===== config.mk =====
export PLATFORM = sky130hd
export DESIGN_NAME = lif_layer_net
export DESIGN_NICKNAME = d
export VERILOG_FILES = /design/src/rtl/lif_pkg.sv /design/src/rtl/lif_neuron.sv /design/src/rtl/lif_layer_net.sv
export SDC_FILE = /design/constraint.sdc
export NUM_CORES = 1
export LEC_CHECK = 0
export CAP_MARGIN = 20
export CORE_MARGIN = 4
export CORE_UTILIZATION = 60
export DETAILED_ROUTE_END_ITERATION = 10
export PLACE_DENSITY = 0.93
export SYNTH_ARGS = -nofsm -noshare
export SYNTH_HDL_FRONTEND = slang
export SYNTH_SLANG_ARGS = --single-unit

===== constraint.sdc =====
create_clock -name clk -period 22.6 [get_ports clk]
set_clock_uncertainty 0.1 [all_clocks]
set_input_delay 4.52 -clock clk [delete_from_list [all_inputs] [get_ports clk]]
set_output_delay 4.52 -clock clk [all_outputs]
set_load 0.005 [all_outputs]

===== src/rtl/lif_pkg.sv =====
// Shared defaults and saturating helpers for the leaky-integrate-and-fire network.
package lif_pkg;

  localparam int unsigned DefInW       = 8;
  localparam int unsigned DefW         = 8;
  localparam int unsigned DefWtW       = 4;
  localparam int unsigned DefThresh    = 200;
  localparam int unsigned DefLeakShift = 3;
  localparam int unsigned DefRefract   = 2;
  localparam int unsigned DefCntW      = 16;

  // Unsigned saturate to hi; operands are zero-extended to 32 bits by the caller.
  function automatic logic [31:0] sat_u32(input logic [31:0] v, input logic [31:0] hi);
    return (v > hi) ? hi : v;
  endfunction

  // Clamp a signed value into [0, hi].
  function automatic logic [31:0] clamp_s32(input logic signed [31:0] v,
                                            input logic signed [31:0] hi);
    if (v < 0) begin
      return '0;
    end else if (v > hi) begin
      return hi;
    end
    return v;
  endfunction

endpackage


===== src/rtl/lif_neuron.sv =====
// Single LIF neuron: leak, integrate with saturation, fire at threshold, then refractory.
module lif_neuron
  import lif_pkg::*;
#(
  parameter int unsigned IN_W       = DefInW,
  parameter int unsigned W          = DefW,
  parameter int unsigned THRESH     = DefThresh,
  parameter int unsigned LEAK_SHIFT = DefLeakShift,
  parameter int unsigned REFRACT    = DefRefract
) (
  input  logic            clk,
  input  logic            rst,
  input  logic            ena,
  input  logic [IN_W-1:0] current,
  output logic            spike,
  output logic [W-1:0]    state
);

  localparam int unsigned UW = W + IN_W + 1;
  localparam int unsigned RW = (REFRACT > 0) ? $clog2(REFRACT + 1) : 1;
  localparam logic [31:0] VMax = 32'((33'd1 << W) - 33'd1);

  logic [W-1:0]  v_q, v_d;
  logic [RW-1:0] refr_q, refr_d;
  logic          spike_q, spike_d;
  logic [UW-1:0] u_raw;
  logic [W-1:0]  u_sat;
  logic          fire;

  always_comb begin
    u_raw = UW'(v_q) - UW'(v_q >> LEAK_SHIFT) + UW'(current);
    u_sat = W'(sat_u32(32'(u_raw), VMax));
    fire  = (u_sat >= W'(THRESH));
  end

  always_comb begin
    v_d     = v_q;
    refr_d  = refr_q;
    spike_d = spike_q;
    if (ena) begin
      if (refr_q != '0) begin
        refr_d  = refr_q - RW'(1);
        v_d     = '0;
        spike_d = 1'b0;
      end else if (fire) begin
        refr_d  = RW'(REFRACT);
        v_d     = '0;
        spike_d = 1'b1;
      end else begin
        v_d     = u_sat;
        spike_d = 1'b0;
      end
    end
  end

  always_ff @(posedge clk or posedge rst) begin
    if (rst) begin
      v_q     <= '0;
      refr_q  <= '0;
      spike_q <= 1'b0;
    end else begin
      v_q     <= v_d;
      refr_q  <= refr_d;
      spike_q <= spike_d;
    end
  end

  assign spike = spike_q;
  assign state = v_q;

endmodule


===== src/rtl/lif_layer_net.sv =====
// Two-layer LIF network: N_IN input neurons, weighted spike sum, one output neuron
// and a saturating output-spike counter.
module lif_layer_net
  import lif_pkg::*;
#(
  parameter int unsigned N_IN       = 8,
  parameter int unsigned IN_W       = DefInW,
  parameter int unsigned W          = DefW,
  parameter int unsigned WT_W       = DefWtW,
  parameter int unsigned THRESH     = DefThresh,
  parameter int unsigned LEAK_SHIFT = DefLeakShift,
  parameter int unsigned REFRACT    = DefRefract,
  parameter int          WT_RESET   = 1,
  parameter int unsigned CNT_W      = DefCntW
) (
  input  logic                     clk,
  input  logic                     rst,
  input  logic                     ena,
  input  logic [N_IN*IN_W-1:0]     in_current,
  input  logic                     wr_en,
  input  logic [$clog2(N_IN)-1:0]  wr_addr,
  input  logic [WT_W-1:0]          wr_data,
  output logic [N_IN-1:0]          l1_spikes,
  output logic                     out_spike,
  output logic [W-1:0]             out_state,
  output logic [CNT_W-1:0]         spike_count
);

  localparam int unsigned AW = $clog2(N_IN);
  localparam int unsigned SW = WT_W + AW + 1;
  localparam logic signed [31:0] SumMax = 32'((33'd1 << W) - 33'd1);

  logic signed [WT_W-1:0] wt_q [N_IN];
  logic [W-1:0]           l1_state_unused [N_IN];
  logic signed [SW-1:0]   acc;
  logic [W-1:0]           sum_q, sum_d;
  logic [CNT_W-1:0]       cnt_q;

  for (genvar i = 0; i < N_IN; i++) begin : g_l1
    lif_neuron #(
      .IN_W      (IN_W),
      .W         (W),
      .THRESH    (THRESH),
      .LEAK_SHIFT(LEAK_SHIFT),
      .REFRACT   (REFRACT)
    ) u_neuron (
      .clk    (clk),
      .rst    (rst),
      .ena    (ena),
      .current(in_current[i*IN_W +: IN_W]),
      .spike  (l1_spikes[i]),
      .state  (l1_state_unused[i])
    );
  end

  // Weight writes ignore ena; the summation sees the new value from the next edge.
  always_ff @(posedge clk or posedge rst) begin
    if (rst) begin
      for (int i = 0; i < int'(N_IN); i++) begin
        wt_q[i] <= WT_W'(WT_RESET);
      end
    end else if (wr_en && (32'(wr_addr) < N_IN)) begin
      wt_q[wr_addr] <= wr_data;
    end
  end

  always_comb begin
    acc = '0;
    for (int i = 0; i < int'(N_IN); i++) begin
      if (l1_spikes[i]) begin
        acc = acc + SW'(wt_q[i]);
      end
    end
    sum_d = W'(clamp_s32(32'(acc), SumMax));
  end

  always_ff @(posedge clk or posedge rst) begin
    if (rst) begin
      sum_q <= '0;
      cnt_q <= '0;
    end else if (ena) begin
      sum_q <= sum_d;
      if (out_spike && (cnt_q != '1)) begin
        cnt_q <= cnt_q + CNT_W'(1);
      end
    end
  end

  lif_neuron #(
    .IN_W      (W),
    .W         (W),
    .THRESH    (THRESH),
    .LEAK_SHIFT(LEAK_SHIFT),
    .REFRACT   (REFRACT)
  ) u_out (
    .clk    (clk),
    .rst    (rst),
    .ena    (ena),
    .current(sum_q),
    .spike  (out_spike),
    .state  (out_state)
  );

  // cnt_q lags by one spike; folding in the live spike makes the count move on the
  // same edge as out_spike without a second copy of the neuron's fire logic.
  assign spike_count = (out_spike && (cnt_q != '1)) ? cnt_q + CNT_W'(1) : cnt_q;

endmodule


==> summary.md, run 1 <==
| Metric | Value |
|---|---|
| Status | `finished clean` |
| Sequential element share of the synthesized area | `26.1%` |
| Cells after Synth | `1659` |
| Critical Path Fanout Max | `7` |
| CTS buffer count | `17` |
| Initial Util | `61.0%` |
| Via count | `12600` |
| Met1 Resource Use GR | `30.3%` |
| Row count | `57` |
| RR Startpoint | `wt_q[28]` |
| Predominant post-synthesis flop cell | `dfrtp_1` |
| Setup TNS Final | `0 ns` |
| Slew Limit Fails | `0` |
| Met3 Usage GRT | `4.57%` |
| Hold_ws | `0.406 ns` |
| Slowest stage cell, crit path | `dfstp_2` |
| Grt met2 use | `47.8%` |
| Hold Startpoint | `sum_q[2]` |
| Die Span Y | `165 um` |
| Syn avg cell area | `8.94 um^2` |
| R2R Path End | `sum_q[1]` |
| Post-CTS setup repair buffer count | `0` |
| Fillers | `1743` |
| Area occupied by registers | `3860 um^2` |
| WHS Path Cells | `1` |
| GR peak layer | `met2` |
| Clock Tree Root | `clkbuf_16` |
| Syn Std Cell Area | `14800 um^2` |
| Port buffer count | `107` |
| R2R cell count | `37` |
| #FFs+latches synth | `154` |
| Die area | `27300 um^2` |
| Post-synth EDFFs | `0` |
| Num Clock Sinks | `154` |
| Cell variety after synth | `86` |
| Final ANT Viol Nets | `0` |
| WL per Instance | `17.0 um` |
| Mux cell area share after synthesis | `5.43%` |
| Hold endpoint | `sum_q[2]` |
| Setup violators final | `0` |
| Total Nets Final | `2032` |
| Placed Instance Area | `16100 um^2` |
| # DRC | `0` |
| Final HPWL from detailed placement | `26900 um` |
| GRT overflow | `0` |
| Simple-gate portion of the synthesized area | `12.0%` |
| Post-layout min period | `9.09 ns` |
| WP data arrival | `9.28 ns` |
| Ranking of synthesized cells by area | `dfrtp_1 (25%), ha_1 (16%), xnor2_1 (6.1%), inv_1 (5.3%), mux2_2 (3.8%)` |
| Final GP Congestion | `0.936` |
| Worst min-delay path category | `register to register` |
| DRT Pass-1 Iters | `5` |
| Slew @ Worst Pin | `0.932 ns` |
| Worst path max stage delay | `0.53 ns` |
| Footprint of the multi-input gates | `9960 um^2` |
| Share of layout cells above drive strength 1 | `7.92%` |
| Clock slew at reported path FFs | `0.06 ns` |
| Unrepaired setup endpoints after global routing | `false` |
| Reg2Reg Setup Slack | `13.51 ns` |
| Core area | `24300 um^2` |
| Num ports | `108` |
| Largest net degree at the start of global routing | `98` |
| Post-synth top area cell | `dfrtp_1` |
| Largest family of logic cells by synthesized area | `compound AO/OA/AOI/OAI gates` |
| TritonCTS clock tree | `done` |
| CP startpoint kind | `register` |
| Area growth, synth to finish | `12.8%` |
| Clock Latency Late Sink | `0.43 ns` |
| Ys async rst share | `100%` |
| Final Cell Area | `16700 um^2` |
| Area share of the largest cell type after synthesis | `24.6%` |
| Syn nets | `1950` |
| Number of gates resized after cts | `0` |
| Clock Path Buffers | `2` |
| Drt total wl | `35400 um` |
| Final Cycle Share | `40.2%` |
| Required time worst endpoint | `22.79 ns` |
| Vias in the first global route | `13000` |
| Synth Area in Adders | `19.5%` |
| H-Tree Depth | `4` |
| Xor/xnor share of the synthesized area | `8.87%` |
| Starting DRT DRC Count | `772` |
| Max-cap violations | `0` |
| Hold Fails Final Rpt | `0` |
| Synth Warn # | `0` |
| Crit path capture type | `register` |
| WS Path Type | `register to register` |
| Vias per inst | `6.05` |
| Fmax | `110 MHz` |
| Max-slew headroom | `37.8%` |
| GRT Util Overall | `26.3%` |
| First-pass GRT wire length | `59000 um` |
| Initial antenna violation count | `1` |
| Die W | `165 um` |
| Antenna Cells | `0` |
| CTS Hold Buffers Added | `0` |
| Synth Area in Compound Gates | `21.3%` |
cells in the mapped netlist, drive strengths merged (6+ instances only):
| master | n |
|---|---|
| a211oi | 15 |
| a21boi | 9 |
| a21o | 62 |
| a21oi | 69 |
| a22o | 13 |
| a31o | 9 |
| a31oi | 16 |
| and2 | 6 |
| and3 | 14 |
| buf | 16 |
| clkbuf | 31 |
| dfrtp | 146 |
| dfstp | 8 |
| fa | 26 |
| ha | 190 |
| inv | 210 |
| mux2 | 58 |
| mux2i | 13 |
| nand2 | 91 |
| nand2b | 23 |
| nand3 | 31 |
| nor2 | 85 |
| nor2b | 31 |
| nor3 | 34 |
| o211ai | 27 |
| o21a | 15 |
| o21ai | 104 |
| o21bai | 8 |
| o22ai | 32 |
| o2bb2ai | 18 |
| o31ai | 6 |
| o41ai | 6 |
| or2 | 6 |
| or3 | 11 |
| xnor2 | 104 |
| xor2 | 41 |
metal layers:
metal / part of all wire, % / vias up
li1: - / 6042
met5: 0.057 / -
met3: 5.0 / 106
met1: 40 / 6012
met2: 51 / 416
met4: 3.4 / 2
flip-flops by register name, indices dropped and copies added (netlist names):
register and cells:
g_l1.u_neuron.state 64, cnt_q 16, g_l1.u_neuron.refr_q 16, sum_q 7
g_l1.u_neuron.spike 8, u_out.refr_q 2, u_out.spike 1, wt_q 32
u_out.state 8
area by class of cell:
type	count	share of cell area [%]
well taps	324	2.42
clock inverters	9	0.673
inverters	211	4.78
clock buffers	23	2.98
flip-flops and latches	154	23.1
repair buffers	110	6.52
multi-input cells	1247	59.5
worst max-delay path: cells and delay by family, from the launching register on:
kind / cells / cell delay, ns
XOR/XNOR: 5 / 1.15
buffers and inverters: 3 / 0.28
multiplexers: 3 / 0.80
AND/OR/NAND/NOR: 11 / 1.72
flip-flops: 1 / 0.53
adder cells (fa/ha/maj): 8 / 3.09
AO/OA/AOI/OAI: 7 / 1.31
worst max-delay path by stage:
stage / start / to / slack, ns
3_5_place_dp: wt_q[28] / sum_q[1] / 13.68
4_1_cts: wt_q[28] / sum_q[1] / 13.58
6_report: wt_q[28] / sum_q[1] / 13.51
5_1_grt: wt_q[28] / sum_q[2] / 13.02
3_3_place_gp: wt_q[28] / sum_q[1] / 13.98
2_1_floorplan: rst / cnt_q[0] / 13.84
cell usage in the layout (no fill, tap or decap), types with 8 or more instances in the layout:
master,instances
a211oi_1,14
clkdlybuf4s50_1,106
nand2b_1,23
nor2b_1,31
xnor2_1,104
o21ai_1,10
nor2_1,85
a31oi_1,16
xor2_1,41
nand2_1,90
a21oi_1,62
mux2_2,50
a21o_1,62
o21ai_0,93
inv_1,207
o21bai_1,8
and3_1,14
a22o_1,13
nand3_1,31
a31o_2,9
mux2i_1,13
dfstp_2,8
o21a_1,15
clkbuf_16,17
fa_1,26
ha_1,190
o2bb2ai_1,18
o22ai_1,32
o211ai_1,27
or3_1,11
dfrtp_1,146
nor3_1,34
stage by stage:
| step | setup slack [ns] | cells | utilization [%] |
|---|---|---|---|
| final | 13.51 | 2078 | 68.8 |
| after global routing | 13.02 | 2078 | 68.8 |
| after CTS | 13.58 | 2078 | 68.8 |
| after detailed placement | 13.68 | 2046 | 66.3 |
| after global placement | 13.98 | 2046 | 66.3 |
| after floorplan | 13.84 | 1659 | - |
kinds of logic (layout without fill, tap and decap cells):
group                    count (synthesis)  count (layout)
AO/OA/AOI/OAI                          452             452
AND/OR/NAND/NOR                        361             361
buffers and inverters                  258             353
adder cells (fa/ha/maj)                216             216
flip-flops                             154             154
XOR/XNOR                               147             147
multiplexers                            71              71
Power of run 1 is not shown: default switching activity piles up to over one toggle a cycle in this logic, so the estimate is an artifact.
==> inputs of run 2 (changes only) <==
==> constraint.sdc (replaced) <==
create_clock -name clk -period 9.4 [get_ports clk]
set_clock_uncertainty 0.1 [all_clocks]
set_input_delay 1.88 -clock clk [delete_from_list [all_inputs] [get_ports clk]]
set_output_delay 1.88 -clock clk [all_outputs]
set_load 0.005 [all_outputs]
==> summary.md, run 2 (synthesis gave the netlist of run 1 again) <==
| Metric | Value |
|---|---|
| Max-slew headroom | `37.3% (was 37.8%)` |
| WP data arrival | `9.28 ns (about the same)` |
| Vias in the first global route | `12900 (was 13000)` |
| # DRC | `0 (unchanged)` |
| Die Span Y | `165 um (unchanged)` |
| Required time worst endpoint | `9.65 ns (was 22.79 ns)` |
| WL per Instance | `17.2 um (was 17.0 um)` |
| Clock Tree Root | `clkbuf_16 (unchanged)` |
| Final GP Congestion | `0.919 (was 0.936)` |
| Fmax | `111 MHz (was 110 MHz)` |
| Post-layout min period | `9.03 ns (was 9.09 ns)` |
| Slowest stage cell, crit path | `o41ai_1 (was dfstp_2)` |
| First-pass GRT wire length | `59500 um (was 59000 um)` |
| Final HPWL from detailed placement | `27000 um (was 26900 um)` |
| Final Cycle Share | `96.0% (was 40.2%)` |
| Initial Util | `61.0% (unchanged)` |
| Buf+Inv Stages, Crit Path | `1 (was 3)` |
| GRT overflow | `0 (unchanged)` |
| Core area | `24300 um^2 (unchanged)` |
| Initial antenna violation count | `1 (unchanged)` |
| Via count | `12600 (about the same)` |
| GRT Util Overall | `26.5% (was 26.3%)` |
| Starting DRT DRC Count | `945 (was 772)` |
| Max reg flops | `64 (unchanged)` |
| DRT Pass-1 Iters | `5 (unchanged)` |
| Most common cell after layout, fill and taps aside | `inv_1 (unchanged)` |
| Hold Fails Final Rpt | `0 (unchanged)` |
| Slew Limit Fails | `0 (unchanged)` |
| Commonest cells after routing, fill and taps aside | `inv_1 (207), ha_1 (188), dfrtp_1 (146) (was inv_1 (207), ha_1 (190), dfrtp_1 (146))` |
| TritonCTS clock tree | `done (unchanged)` |
| Num Clock Sinks | `154 (unchanged)` |
| CP startpoint kind | `register (unchanged)` |
| Post-CTS setup repair buffer count | `0 (unchanged)` |
| Die area | `27300 um^2 (unchanged)` |
| Share of layout cells above drive strength 1 | `8.38% (was 7.92%)` |
| Cell mode on critical path | `ha_1` |
| Num ports | `108 (unchanged)` |
| Final ANT Viol Nets | `0 (unchanged)` |
| CTS Hold Buffers Added | `0 (unchanged)` |
| Worst min-delay path category | `register to register (unchanged)` |
| Clock slew at reported path FFs | `0.06 ns (about the same)` |
| WS Path Type | `register to register (unchanged)` |
| Slew @ Worst Pin | `0.940 ns (was 0.932 ns)` |
| Critical Path Fanout Max | `7 (unchanged)` |
| Port buffer count | `107 (unchanged)` |
| Crit path capture type | `register (unchanged)` |
| Largest net degree at the start of global routing | `102 (was 98)` |
| Area growth, synth to finish | `13.1% (was 12.8%)` |
| Clock Latency Late Sink | `0.44 ns (was 0.43 ns)` |
| Max-cap violations | `0 (unchanged)` |
| Worst setup margin | `0.374 ns (was 13.51 ns)` |
| Clock Path Buffers | `2 (unchanged)` |
| Worst path max stage delay | `0.54 ns (was 0.53 ns)` |
| Setup violators final | `0 (unchanged)` |
| Row count | `57 (unchanged)` |
| Vias per inst | `6.07 (was 6.05)` |
| Pre-CTS setup slack | `0.404 ns (was 13.68 ns)` |
| Antenna Cells | `0 (unchanged)` |
| Die W | `165 um (unchanged)` |
| Drt total wl | `35700 um (was 35400 um)` |
| Status | `finished clean (unchanged)` |
| H-Tree Depth | `4 (unchanged)` |
| CP delay by family, top | `adder cells (unchanged)` |
| CTS buffer count | `17 (unchanged)` |
| Total Nets Final | `2032 (unchanged)` |
## run 2: what timing repair did
item	CTS	global route
endpoints found under the setup margin	0	7
resized for setup	0	11
hold endpoints to repair	0	0
## run 2: routing by layer
layer	GRT usage [%]	share of wire, %	wire [um]	vias to the layer above
li1	-	-	-	6021
met1	31.4	41	14600	6147
met2	48.0	51	18300	356
met3	4.29	4.4	1580	87
met4	9.83	3.1	1120	2
met5	0	0.056	20	-
## run 2: final timing paths
check,startpoint,endpoint,slack [ns],depth (start not counted)
min in group asynchronous,rst,g_l1[5].u_neuron.state[3],1.92,2
worst min-delay path,g_l1[0].u_neuron.refr_q[0],g_l1[0].u_neuron.refr_q[0],0.40,1
worst max-delay path,wt_q[28],sum_q[1],0.37,35
worst max register to register,wt_q[28],sum_q[1],0.37,35
max in group asynchronous,rst,wt_q[6],6.02,3
worst min register to register,g_l1[0].u_neuron.refr_q[0],g_l1[0].u_neuron.refr_q[0],0.40,1
## run 2: area by class of cell
cell class | instances | area (um^2)
inverters | 211 | 800
multi-input cells | 1247 | 10000
fillers | 1720 | 7540
clock inverters | 11 | 145
flip-flops and latches | 154 | 3860
repair buffers | 110 | 1090
well taps | 324 | 405
clock buffers | 21 | 450
## run 2: stage by stage
step / utilization [%] / std cells / hold slack [ns] / instance area (um^2) / setup TNS (ns)
after floorplan: - / 1659 / 0.361 / 14800 / 0
after global placement: 66.3 / 2046 / 0.376 / 16100 / 0
after detailed placement: 66.3 / 2046 / 0.380 / 16100 / 0
after CTS: 68.7 / 2078 / 0.400 / 16700 / 0
after global routing: 69.0 / 2078 / 0.415 / 16800 / -0.300
final: 69.0 / 2078 / 0.400 / 16800 / 0
Power of run 2 is left out for the same reason.
==> inputs of run 3 (changes only) <==
--- a/config.mk
+++ b/config.mk
@@ -6,10 +6,12 @@
 export NUM_CORES = 1
 export LEC_CHECK = 0
 export CAP_MARGIN = 20
+export CORE_ASPECT_RATIO = 1.4
 export CORE_MARGIN = 4
 export CORE_UTILIZATION = 60
 export DETAILED_ROUTE_END_ITERATION = 10
 export PLACE_DENSITY = 0.93
+export SKIP_CTS_REPAIR_TIMING = 1
 export SYNTH_ARGS = -nofsm -noshare
 export SYNTH_HDL_FRONTEND = slang
 export SYNTH_SLANG_ARGS = --single-unit
==> summary.md, run 3 (synthesis gave the netlist of run 1 again) <==
| Metric | Value |
|---|---|
| Status | `finished clean (unchanged)` |
| Port buffer count | `107 (unchanged)` |
| Worst min-delay path category | `register to register (unchanged)` |
| CP startpoint kind | `register (unchanged)` |
| Final Cycle Share | `96.5% (was 96.0%)` |
| Largest net degree at the start of global routing | `88 (was 102)` |
| WL per Instance | `17.3 um (was 17.2 um)` |
| WS Path Type | `register to register (unchanged)` |
| DRT Pass-1 Iters | `6 (was 5)` |
| Clock Path Buffers | `2 (unchanged)` |
| Final GP Congestion | `0.927 (was 0.919)` |
| First-pass GRT wire length | `59800 um (was 59500 um)` |
| Final Util | `69.3% (was 69.0%)` |
| Num Clock Sinks | `154 (unchanged)` |
| Final HPWL from detailed placement | `27100 um (was 27000 um)` |
| GRT overflow | `0 (unchanged)` |
| Antenna Cells | `0 (unchanged)` |
| Max reg flops | `64 (unchanged)` |
| Max-cap violations | `0 (unchanged)` |
| Slowest stage cell, crit path | `dfstp_2 (was o41ai_1)` |
| Required time worst endpoint | `9.58 ns (was 9.65 ns)` |
| Die W | `141 um (was 165 um)` |
| Vias in the first global route | `13200 (was 12900)` |
| Slew @ Worst Pin | `1.01 ns (was 0.940 ns)` |
| Initial Util | `61.4% (was 61.0%)` |
| Core area | `24100 um^2 (was 24300 um^2)` |
| # DRC | `0 (unchanged)` |
| Die area | `27300 um^2 (about the same)` |
| TritonCTS clock tree | `done (unchanged)` |
| Die Span Y | `194 um (was 165 um)` |
| Crit path capture type | `register (unchanged)` |
| Clock Latency Late Sink | `0.44 ns (about the same)` |
| Most common cell after layout, fill and taps aside | `inv_1 (unchanged)` |
| Hold Fails Final Rpt | `0 (unchanged)` |
| CP delay by family, top | `adder cells (unchanged)` |
| Top Layer Used | `met4 (was met5)` |
| Cell mode on critical path | `ha_1 (unchanged)` |
| Worst path max stage delay | `0.53 ns (was 0.54 ns)` |
| R2R cell count | `37 (was 35)` |
| Via count | `12700 (was 12600)` |
| Drt total wl | `35800 um (was 35700 um)` |
| H-Tree Depth | `4 (unchanged)` |
| Num ports | `108 (unchanged)` |
| Vias per inst | `6.13 (was 6.07)` |
| Clock Tree Root | `clkbuf_16 (unchanged)` |
| Commonest cells after routing, fill and taps aside | `inv_1 (207), ha_1 (189), dfrtp_1 (146) (was inv_1 (207), ha_1 (188), dfrtp_1 (146))` |
| Row count | `67 (was 57)` |
| Final Non-Filler Cells | `2065 (was 2078)` |
| Slew Limit Fails | `0 (unchanged)` |
| WHS Path Cells | `1 (unchanged)` |
| DP Cell Count | `2032 (was 2046)` |
| Final ANT Viol Nets | `0 (unchanged)` |
| Met2 Wirelength | `18900 um (was 18300 um)` |
| Levels on crit path | `37 (was 35)` |
| Share of layout cells above drive strength 1 | `8.60% (was 8.38%)` |
| Setup violators final | `0 (unchanged)` |
| Initial antenna violation count | `0 (was 1)` |
| Met3 routed WL | `1610 um (was 1580 um)` |
| Starting DRT DRC Count | `869 (was 945)` |
| Area growth, synth to finish | `12.8% (was 13.1%)` |
| DRT met1 WL | `13700 um (was 14600 um)` |
| WP data arrival | `9.25 ns (was 9.28 ns)` |
| Buf+Inv Stages, Crit Path | `1 (unchanged)` |
| CTS buffer count | `17 (unchanged)` |
| Max-slew headroom | `32.5% (was 37.3%)` |
| Clock slew at reported path FFs | `0.07 ns (was 0.06 ns)` |
| Total Nets Final | `2033 (was 2032)` |
| Fmax | `110 MHz (was 111 MHz)` |
| Post-layout min period | `9.07 ns (was 9.03 ns)` |
| GRT Util Overall | `26.0% (was 26.5%)` |
| Critical Path Fanout Max | `7 (unchanged)` |
## run 3: cell types whose count changed in the layout (fill, tap and decap cells not counted), sizes merged
| cell | delta |
|---|---|
| buf | +1 |
| clkinv | +1 |
| clkbuf | -1 |
| inv | +2 |
| bufinv | -2 |
## run 3: cell type report
type                       instances  area [um^2]
clock buffer                      20          447
clock inverter                    12          115
fill                            1743         7410
inverter                         211          800
multi-input combinational       1247        10000
sequential                       154         3860
tap                              310          388
timing repair buffer             111         1100
## run 3: final timing paths
kind / startpoint / to / slack (ns)
min reg2reg: g_l1[0].u_neuron.state[2] / g_l1[0].u_neuron.state[2] / 0.40
max in group asynchronous: rst / wt_q[17] / 5.96
max: wt_q[28] / sum_q[1] / 0.33
min: g_l1[0].u_neuron.state[2] / g_l1[0].u_neuron.state[2] / 0.40
max reg2reg: wt_q[28] / sum_q[1] / 0.33
min in group asynchronous: rst / cnt_q[14] / 1.85
## run 3: through the flow
stage	setup WS (ns)	hold WS (ns)	area [um^2]	TNS [ns]
2_1_floorplan	1.11	0.361	14800	0
3_5_place_dp	0.415	0.389	16100	0
4_1_cts	0.361	0.409	16700	0
3_3_place_gp	0.714	0.378	16100	0
6_report	0.329	0.405	16700	0
5_1_grt	-0.00733	0.422	16700	-0.00733
## run 3: worst register-to-register path: cells and delay by family (launching register included)
| kind | cells | cell delay, ns |
|---|---|---|
| compound gates | 7 | 1.37 |
| xor+xnor | 7 | 1.53 |
| simple gates | 11 | 1.92 |
| fa+ha+maj | 8 | 2.57 |
| buf+inv | 1 | 0.06 |
| flops | 1 | 0.53 |
| mux | 3 | 0.88 |
## run 3: metal layers
metal,GRT usage (%),vias up
met4,12.9,0
met1,29.0,6089
met5,0,-
met2,47.5,393
li1,-,6052
met3,4.17,116
Power of run 3 is left out for the same reason.
